==> src/rtl/can_pkg.sv <==
// Shared CAN receive definitions: field widths, counter sizing and the RX
// frame-position state enum used by can_rx_deframer and later RX stages.
package can_pkg;

  localparam int ID_W      = 11;
  localparam int DLC_W     = 4;
  localparam int MAX_BYTES = 8;
  localparam int BYTE_W    = 8;
  localparam int SOF_W     = 1;
  localparam int RSV_W     = 3;
  localparam int END_W     = 1;
  localparam int CNT_W     = 7;

  typedef enum logic [2:0] {
    RX_IDLE,
    RX_ID,
    RX_RSV,
    RX_DLC,
    RX_DATA,
    RX_END,
    RX_ERR
  } rx_state_t;

  // Line length of a frame carrying dlc data bytes.
  function automatic int unsigned frame_bits(input logic [DLC_W-1:0] dlc);
    return SOF_W + ID_W + RSV_W + DLC_W + END_W + BYTE_W * int'(dlc);
  endfunction

endpackage

==> src/rtl/can_rx_deframer_if.sv <==
// Parallel side of the CAN RX deframer: received frame fields, status strobes,
// consumer acknowledge and a debug view of the frame-position state.
interface can_rx_deframer_if;
  import can_pkg::*;

  // Handshake: rx_valid marks rx_id/rx_dlc/rx_data as a complete good frame.
  // Without CANRX_HOLD_EN it is a one-cycle strobe and rx_ack is ignored; with
  // it, rx_valid stays high until a clock edge samples rx_ack=1.
  logic [ID_W-1:0]                  rx_id;
  logic [DLC_W-1:0]                 rx_dlc;
  logic [MAX_BYTES-1:0][BYTE_W-1:0] rx_data;
  logic                             rx_valid;
  logic                             rx_err;
  logic                             rx_busy;
  logic                             rx_overrun;
  logic                             rx_ack;
  rx_state_t                        dbg_state;

  modport master (
    output rx_id, rx_dlc, rx_data, rx_valid, rx_err, rx_busy, rx_overrun, dbg_state,
    input  rx_ack
  );

  modport slave (
    input  rx_id, rx_dlc, rx_data, rx_valid, rx_err, rx_busy, rx_overrun, dbg_state,
    output rx_ack
  );

endinterface

==> src/rtl/can_rx_deframer.sv <==
// Serial-to-parallel CAN-style frame receiver, one line bit per clock.
// Optional CANRX_HOLD_EN: rx_valid held until rx_ack, rx_overrun on a dropped frame.
module can_rx_deframer
  import can_pkg::*;
#(
  parameter int unsigned IDLE_BITS = 1
) (
  input  logic              clk,
  input  logic              rst,
  input  logic              bit_in,
  can_rx_deframer_if.master rx
);

  localparam logic [3:0]       IDLE_TH = 4'(IDLE_BITS);
  localparam logic [CNT_W-1:0] CNT_ONE = CNT_W'(1);

  rx_state_t                        state_q;
  logic [3:0]                       idle_cnt_q;
  logic [CNT_W-1:0]                 cnt_q;
  logic [ID_W-1:0]                  sh_id_q, id_q;
  logic [DLC_W-1:0]                 sh_dlc_q, dlc_q;
  logic [MAX_BYTES-1:0][BYTE_W-1:0] sh_data_q, data_q;
  logic                             valid_q, err_q, busy_q;
  logic [DLC_W-1:0]                 dlc_d;
  logic                             frame_ok;
  logic                             load;

  assign dlc_d    = {sh_dlc_q[DLC_W-2:0], bit_in};
  assign frame_ok = (state_q == RX_END) && bit_in;

`ifdef CANRX_HOLD_EN
  logic ovr_q;
  // A finished frame is dropped only if the previous one is still unacknowledged.
  assign load          = frame_ok && !(valid_q && !rx.rx_ack);
  assign rx.rx_overrun = ovr_q;
`else
  logic unused_ack;
  assign unused_ack    = rx.rx_ack;
  assign load          = frame_ok;
  assign rx.rx_overrun = 1'b0;
`endif

  always_ff @(posedge clk) begin
    if (rst) begin
      state_q    <= RX_IDLE;
      idle_cnt_q <= '0;
      cnt_q      <= '0;
      sh_id_q    <= '0;
      sh_dlc_q   <= '0;
      sh_data_q  <= '0;
      id_q       <= '0;
      dlc_q      <= '0;
      data_q     <= '0;
      valid_q    <= 1'b0;
      err_q      <= 1'b0;
      busy_q     <= 1'b0;
`ifdef CANRX_HOLD_EN
      ovr_q      <= 1'b0;
`endif
    end else begin
      err_q <= 1'b0;
`ifdef CANRX_HOLD_EN
      ovr_q <= frame_ok && !load;
      if (rx.rx_ack) valid_q <= 1'b0;
`else
      valid_q <= 1'b0;
`endif
      if (load) begin
        id_q    <= sh_id_q;
        dlc_q   <= sh_dlc_q;
        data_q  <= sh_data_q;
        valid_q <= 1'b1;
      end

      case (state_q)
        RX_IDLE: begin
          if (bit_in) begin
            if (idle_cnt_q != 4'hF) idle_cnt_q <= idle_cnt_q + 4'd1;
          end else begin
            idle_cnt_q <= '0;
            if (idle_cnt_q >= IDLE_TH) begin
              state_q   <= RX_ID;
              busy_q    <= 1'b1;
              cnt_q     <= '0;
              sh_id_q   <= '0;
              sh_dlc_q  <= '0;
              sh_data_q <= '0;
            end
          end
        end
        RX_ID: begin
          sh_id_q <= {sh_id_q[ID_W-2:0], bit_in};
          if (cnt_q == CNT_W'(ID_W - 1)) begin
            cnt_q   <= '0;
            state_q <= RX_RSV;
          end else begin
            cnt_q <= cnt_q + CNT_ONE;
          end
        end
        RX_RSV: begin
          if (bit_in) begin
            state_q <= RX_ERR;
            err_q   <= 1'b1;
            busy_q  <= 1'b0;
          end else if (cnt_q == CNT_W'(RSV_W - 1)) begin
            cnt_q   <= '0;
            state_q <= RX_DLC;
          end else begin
            cnt_q <= cnt_q + CNT_ONE;
          end
        end
        RX_DLC: begin
          sh_dlc_q <= dlc_d;
          if (cnt_q == CNT_W'(DLC_W - 1)) begin
            cnt_q <= '0;
            if (dlc_d > DLC_W'(MAX_BYTES)) begin
              state_q <= RX_ERR;
              err_q   <= 1'b1;
              busy_q  <= 1'b0;
            end else if (dlc_d == '0) begin
              state_q <= RX_END;
            end else begin
              state_q <= RX_DATA;
            end
          end else begin
            cnt_q <= cnt_q + CNT_ONE;
          end
        end
        RX_DATA: begin
          // Bytes arrive in order, each MSB first.
          sh_data_q[cnt_q[5:3]][3'd7 - cnt_q[2:0]] <= bit_in;
          cnt_q <= cnt_q + CNT_ONE;
          if (cnt_q == {sh_dlc_q, 3'b000} - CNT_ONE) state_q <= RX_END;
        end
        RX_END: begin
          if (bit_in) begin
            state_q    <= RX_IDLE;
            busy_q     <= 1'b0;
            idle_cnt_q <= 4'd1;
          end else begin
            state_q <= RX_ERR;
            err_q   <= 1'b1;
            busy_q  <= 1'b0;
          end
        end
        RX_ERR: begin
          state_q    <= RX_IDLE;
          idle_cnt_q <= '0;
          sh_id_q    <= '0;
          sh_dlc_q   <= '0;
          sh_data_q  <= '0;
        end
        default: state_q <= RX_IDLE;
      endcase
    end
  end

  assign rx.rx_id     = id_q;
  assign rx.rx_dlc    = dlc_q;
  assign rx.rx_data   = data_q;
  assign rx.rx_valid  = valid_q;
  assign rx.rx_err    = err_q;
  assign rx.rx_busy   = busy_q;
  assign rx.dbg_state = state_q;

endmodule
==> src/flat_wrapper.sv <==
// flat-port wrapper written by rule: the top's interface ports become plain ports
module can_rx_deframer_flat import can_pkg::*;
#(
  parameter int unsigned IDLE_BITS = 1
)
  (clk, rst, bit_in, rx_rx_id, rx_rx_dlc, rx_rx_data, rx_rx_valid, rx_rx_err, rx_rx_busy, rx_rx_overrun, rx_dbg_state, rx_rx_ack);
  can_rx_deframer_if rx_i ();
  input  logic clk;
  input  logic rst;
  input  logic bit_in;
  output wire logic [$bits(rx_i.rx_id)-1:0] rx_rx_id;
  output wire logic [$bits(rx_i.rx_dlc)-1:0] rx_rx_dlc;
  output wire logic [$bits(rx_i.rx_data)-1:0] rx_rx_data;
  output wire logic [$bits(rx_i.rx_valid)-1:0] rx_rx_valid;
  output wire logic [$bits(rx_i.rx_err)-1:0] rx_rx_err;
  output wire logic [$bits(rx_i.rx_busy)-1:0] rx_rx_busy;
  output wire logic [$bits(rx_i.rx_overrun)-1:0] rx_rx_overrun;
  output wire logic [$bits(rx_i.dbg_state)-1:0] rx_dbg_state;
  input wire logic [$bits(rx_i.rx_ack)-1:0] rx_rx_ack;
  assign rx_rx_id = rx_i.rx_id;
  assign rx_rx_dlc = rx_i.rx_dlc;
  assign rx_rx_data = rx_i.rx_data;
  assign rx_rx_valid = rx_i.rx_valid;
  assign rx_rx_err = rx_i.rx_err;
  assign rx_rx_busy = rx_i.rx_busy;
  assign rx_rx_overrun = rx_i.rx_overrun;
  assign rx_dbg_state = rx_i.dbg_state;
  assign rx_i.rx_ack = rx_rx_ack;
  can_rx_deframer #(.IDLE_BITS(IDLE_BITS)) u_core (.clk(clk), .rst(rst), .bit_in(bit_in), .rx(rx_i));
endmodule
==> config.mk <==
export PLATFORM = sky130hd
export DESIGN_NAME = can_rx_deframer_flat
export DESIGN_NICKNAME = d
export VERILOG_FILES = /design/src/rtl/can_pkg.sv /design/src/rtl/can_rx_deframer_if.sv /design/src/rtl/can_rx_deframer.sv /design/src/flat_wrapper.sv
export SDC_FILE = /design/constraint.sdc
export NUM_CORES = 1
export LEC_CHECK = 0
export BUFFER_PORTS_ARGS = -buffer_cell sky130_fd_sc_hd__buf_4
export CAP_MARGIN = 0
export CORE_MARGIN = 2
export CORE_UTILIZATION = 45
export CTS_CLUSTER_DIAMETER = 80
export DETAILED_ROUTE_END_ITERATION = 10
export GPL_TIMING_DRIVEN = 0
export PLACE_DENSITY = 0.7
export SKIP_CTS_REPAIR_TIMING = 1
export SLEW_MARGIN = 20
export SYNTH_ARGS = -nofsm -noshare
export SYNTH_HDL_FRONTEND = slang
export SYNTH_SLANG_ARGS = --single-unit
==> constraint.sdc <==
create_clock -name clk -period 1.95 [get_ports clk]
set_input_delay 0.2925 -clock clk [delete_from_list [all_inputs] [get_ports clk]]
set_output_delay 0.2925 -clock clk [all_outputs]
set_load 0.1 [all_outputs]
* Word-level counts from Yosys, hierarchy flattened
Index checks and enable logic that the tools add are counted.
Word-level totals: bits of input ports 4, register bits 175, memories kept 0, output and inout bits 86, ROM bits 0, RAM bits 0, bits in latches 0, word-level logic and storage cells 124
Operators by class: muxes and demuxes 48, $add $sub $neg 4, div/mod/pow operators 0, $mul 0, magnitude comparators 6, bitwise logic cells 0, shift-type cells 0, reductions and logical operators 18, equality and inequality tests 22
Operators by type and width (number):
- one-hot mux 64 bit (3 select lines) | 1
- two-way mux 64 bit | 2
- bitwise mux 64 bit | 1
- two-way mux 7 bit | 6
- one-hot mux 7 bit (5 select lines) | 1
- one-hot mux 11 bit (3 select lines) | 1
- two-way mux 3 bit | 9
- demux 8 bit (select 3 bit) | 1
- one-hot mux 4 bit (3 select lines) | 2
- two-way mux 11 bit | 2
- two-way mux 4 bit | 5
- one-hot mux 3 bit (6 select lines) | 1
- == test 7 x 2 -> 1 bit, second input constant | 2
- two-way mux 1 bit | 12
- AND reduction 3 bit | 4
- AND reduction 6 bit | 2
- nonzero test 3 bit | 4
- inequality test 2 x 1 -> 1 bit, second input constant | 5
- == test 3 bit, second input constant | 3
- < comparator 3 x 4 -> 1 bit, second input constant | 2
- two-way mux 8 bit | 1
- inequality test 2 bit, second input constant | 4
- adder 7 x 1 -> 7 bit, second input constant | 1
- == test 7 x 4 -> 1 bit, second input constant | 1
- 20 further kinds | 25

* Logic depth before layout (Yosys ltp)
depth in word-level cells 9, mapped depth 7, depth with buffers taken out 6

* Least setup slack after synthesis
No wires, ideal clock.
path type register -> register, start point reg u_core.state_q[2], in the netlist u_core.rx.dbg_state[2], end point reg u_core.cnt_q[3], clock period less this slack 2.334 ns, path buffers 2, library setup time 0.086 ns, setup slack -0.384 ns, data arrival time 2.248 ns, data required time 1.864 ns, stages on the path, launching flop included 7, cells stage by stage dfxtp_1 -> buf_2 -> nor3b_1 -> a211o_1 -> buf_6 -> or3_1 -> a211oi_1
On the way: cells in the longest elaborated chain, start to end 3, elaborated cells on any way between the ends 11, those cells by class eq/ne: 7; mux: 1; reduce/logical: 3
Ends and longest elaborated chain:
- start: declaration | RTL line can_rx_deframer.sv:17 | rx_state_t state_q;
- start signal: assignment | RTL line can_rx_deframer.sv:45 | state_q <= RX_IDLE;
- start signal: assignment | RTL line can_rx_deframer.sv:82 | state_q <= RX_ID;
- start signal: assignment | RTL line can_rx_deframer.sv:95 | state_q <= RX_RSV;
- == test 3 x 1 -> 1 bit, or another cell as far along | RTL line can_rx_deframer.sv:75 | case (state_q)
- nonzero test 5 bit (no source line), or another cell as far along
- AND reduction 4 bit (no source line)
- end signal: assignment | RTL line can_rx_deframer.sv:97 | cnt_q <= cnt_q + CNT_ONE;
- end signal: assignment | RTL line can_rx_deframer.sv:109 | cnt_q <= cnt_q + CNT_ONE;
- end signal: assignment | RTL line can_rx_deframer.sv:126 | cnt_q <= cnt_q + CNT_ONE;
- end: declaration | RTL line can_rx_deframer.sv:19 | logic [CNT_W-1:0] cnt_q;
Parallel ways exist; a longest one is shown, timed or not. A chain may end at the register's enable or synchronous reset.

* Worst setup path in the final report
start point reg u_core.idle_cnt_q[0], end point reg u_core.sh_data_q[30] (netlist bit)
On the way: cells in the longest elaborated chain, start to end 3
Ends and longest elaborated chain:
- start: declaration | RTL line can_rx_deframer.sv:18 | logic [3:0] idle_cnt_q;
- start signal: assignment | RTL line can_rx_deframer.sv:78 | if (idle_cnt_q != 4'hF) idle_cnt_q <= idle_cnt_q + 4'd1;
- greater-or-equal comparator 4 x 1 -> 1 bit | RTL line can_rx_deframer.sv:81 | if (idle_cnt_q >= IDLE_TH) begin
- inequality test 2 x 1 -> 1 bit (no source line)
- AND reduction 3 bit (no source line)
- end signal: indexed assignment | RTL line can_rx_deframer.sv:131 | sh_data_q[cnt_q[5:3]][3'd7 - cnt_q[2:0]] <= bit_in;
- end: declaration | RTL line can_rx_deframer.sv:22 | logic [MAX_BYTES-1:0][BYTE_W-1:0] sh_data_q, data_q;
No other way between the ends.

==> results.toml <==
[status]
outcome = "finished, violations left"
violations = "setup timing"

[placement]
post-place-ws_ns = -0.460
dp_hpwl_microns = 15800
gp_congestion = 0.957
portBuffers = 86

[power]
max-vdd-ir-drop_uv = 737
cellLeakagePower_nw = 3.57
power_density_mw_per_mm2 = 1030

[worst_setup_path]
timing.rr.start = "u_core.idle_cnt_q[0]"
critPathTopFamily = "compound AO/OA/AOI/OAI gates"
critPathCaptureType = "flop"
critPathRequiredTime_ns = 2.30
crit_buf_inv = 2
crit_chain = "ha_4 -> nor4b_4 -> buf_4 -> o31a_4 -> buf_8 -> o21ai_2 -> a31oi_1"
crit_start = "u_core.idle_cnt_q[0]"
arrival_ns = 2.35
ff2ff_setup_slack_ns = -0.05
max_stage_delay_ns = 0.48
critical_path_depth = 7
worst-setup-path-type = "reg -> reg"
worstSetupEndpoint = "u_core.sh_data_q[30]"
critPathSlowestCell = "nor4b_4"
critPathLaunchType = "flop"
reg2reg_depth = 7
rr_endpoint = "u_core.sh_data_q[30]"
cp_max_fo = 6

[logic_synthesis]
yosys-top-cells-count = "a21oi_1, nand2_1, dfxtp_1"
ys_seq_area_share_pct = 44.9
synthTopCellsByArea = "dfxtp_1, a21oi_1, nand2_1"
syn-cell-area_sq_mm = 0.00781
synth_fp_nets = 979
yosys.area.top_type = "dfxtp_1"
synth_edf_count = 0
ys.flop_type = "dfxtp_1"
synthArstFlopShare_pct = 0
synth_most_common_cell = "a21oi_1"
ys_types = 62
synth_top_area_share_pct = 44.9
syn_inst = 969
ys_ff_latch = 175
yosys_warnings = 0
avgSynthCellArea_sq_um = 8.06

[final_layout]
nNetsFinal = 1103
drive_above_1_share_pct = 26.7
antenna_cells = 0
area_delta_synth_final_pct = 28.1
nFillCells = 1558

[grt]
overflow = 0
grt_max_degree = 17
grtUsageTotal_pct = 25.1
grt_pass1_vias = 6787
grt_pass1_wl_microns = 36200
antenna_found_initial = 0

[clock_tree]
numCtsBuffers = 17
clock_latency_ns = 0.44
h-tree-depth = 4
clockRootBuffer = "clkbuf_16"
cts.clk_slew.worst_paths_ns = 0.07
cts.sinks = 175
clk_path_buf_depth = 2
tritoncts = "done"

[timing]
min_period_ns = 2.00
period_share_pct = 103
finalWorstSetupSlack_ns = -0.0507
maxSlewViolCount = 0
skew_ns = 0.0118
tns_ns = -0.566
setup_viol = 31
hold_viol = 0
rsz0062_at_grt = "yes"
worst_pin_slew_ns = 0.949
fmax_mhz = 500
slew_headroom_pct = 36.7

[min_path]
min_path_type = "in -> reg"
hold_depth = 3

[route]
vias_per_cell = 5.93
drc = 0
routedWlPerCell_microns = 18.7
firstDrtPassIters = 6
wl_met1_microns = 10700
wl_met2_microns = 11300
highest_layer = "met4"
drt_iter0_drc = 1021
vias = 7896
dr_wl_met3_microns = 1940
antenna_left = 0
wl_microns = 24900

[flow_run]
max_cap_viol_count = 0

[floorplan]
core_area_sq_mm = 0.0171
rows = 48
die_area_sq_mm = 0.0184
fp.dieH_microns = 136
fp.dieW_microns = 136
pin_count = 90
initial_core_util_pct = 45.6
## cell usage in the layout (no fill, tap or decap), drive strengths merged, types with 3 or more instances in the layout
| cell type | instances |
|---|---|
| or3 | 4 |
| nor2 | 11 |
| a31oi | 7 |
| o21ai | 72 |
| buf | 137 |
| a21oi | 208 |
| nand4 | 3 |
| dfxtp | 175 |
| inv | 17 |
| clkbuf | 80 |
| and3 | 4 |
| nor3 | 17 |
| o31ai | 4 |
| nand2b | 4 |
| clkinv | 5 |
| mux2i | 4 |
| o31a | 3 |
| a22o | 11 |
| a211oi | 8 |
| or4 | 5 |
| nor4 | 5 |
| nor2b | 9 |
| ha | 6 |
| xnor2 | 6 |
| nand2 | 178 |
| nand3b | 4 |
| and4bb | 4 |
| and4b | 4 |
| and2 | 4 |
| a22oi | 60 |
| nor4b | 6 |
| nand3 | 8 |
## report_power, final
group          switching [mW]  total [mW]  internal, mW  leakage, nW
combinational            2.04        3.10          1.06         1.87
sequential             0.0883        3.74          3.65         1.41
clock                    1.55        3.49          1.94        0.289
## worst register-to-register path, stage by stage (launching register included)
cell and delay [ns]:
dfxtp_4 0.37, ha_4 0.17, nor4b_4 0.48, buf_4 0.24, o31a_4 0.27, buf_8 0.17, o21ai_2 0.05, a31oi_1 0.18
## flip-flops by register name, indices dropped and copies added (netlist names), 3 cells and up
name,count
u_core.cnt_q,7
u_core.idle_cnt_q,4
u_core.rx.dbg_state,3
u_core.rx.rx_data,64
u_core.rx.rx_dlc,4
u_core.rx.rx_id,11
u_core.sh_data_q,64
u_core.sh_dlc_q,4
u_core.sh_id_q,11
## routing by layer
layer,global-route usage (%),vias to the layer above
li1,-,3730
met5,0,-
met3,5.01,66
met2,38.7,374
met4,10.1,0
met1,34.6,3726
## final cells by class
| cell class | instances | area, sq um | share of cell area, % |
|---|---|---|---|
| Timing Repair Buffer | 107 | 830 | 8.29 |
| Tap cell | 225 | 282 | 2.81 |
| Multi-Input combinational cell | 688 | 4230 | 42.3 |
| Clock buffer | 18 | 439 | 4.39 |
| Inverter | 12 | 47.5 | 0.475 |
| Clock inverter | 14 | 154 | 1.54 |
| Buffer | 92 | 497 | 4.97 |
| Sequential cell | 175 | 3520 | 35.2 |
## worst min path at each step
stage	end	slack (ns)	start
3_3_place_gp	u_core.rx.rx_data[46]	0.45	u_core.rx.rx_data[46]
5_1_grt	u_core.rx.dbg_state[1]	0.44	rst
6_report	u_core.rx.dbg_state[1]	0.42	rst
2_1_floorplan	u_core.rx.rx_id[10]	0.43	u_core.sh_id_q[10]
3_5_place_dp	u_core.rx.rx_data[48]	0.45	u_core.rx.rx_data[48]
4_1_cts	u_core.rx.dbg_state[1]	0.38	rst
## stage by stage
| step | util, % | instance area [sq um] | power (mW) | hold slack (ns) | instances |
|---|---|---|---|---|---|
| floorplan | - | 7820 | 5.26 | 0.432 | 969 |
| global placement | 51.1 | 8740 | 5.87 | 0.445 | 1280 |
| detailed placement | 51.1 | 8740 | 5.87 | 0.448 | 1280 |
| CTS | 54.6 | 9340 | 9.32 | 0.382 | 1312 |
| global route | 58.4 | 10000 | 10.6 | 0.443 | 1331 |
| finish | 58.4 | 10000 | 10.3 | 0.417 | 1331 |
## logic make-up after synthesis
logic type / count (synthesis) / share of synthesized area, %
compound gates: 387 / 28.6
simple gates: 280 / 18.3
flops: 175 / 44.9
buf+inv: 108 / 5.78
xor+xnor: 8 / 0.897
fa+ha+maj: 6 / 0.961
mux: 4 / 0.513
other cells: 1 / 0.0480
Note: power is estimated with default switching activity, not from simulation.
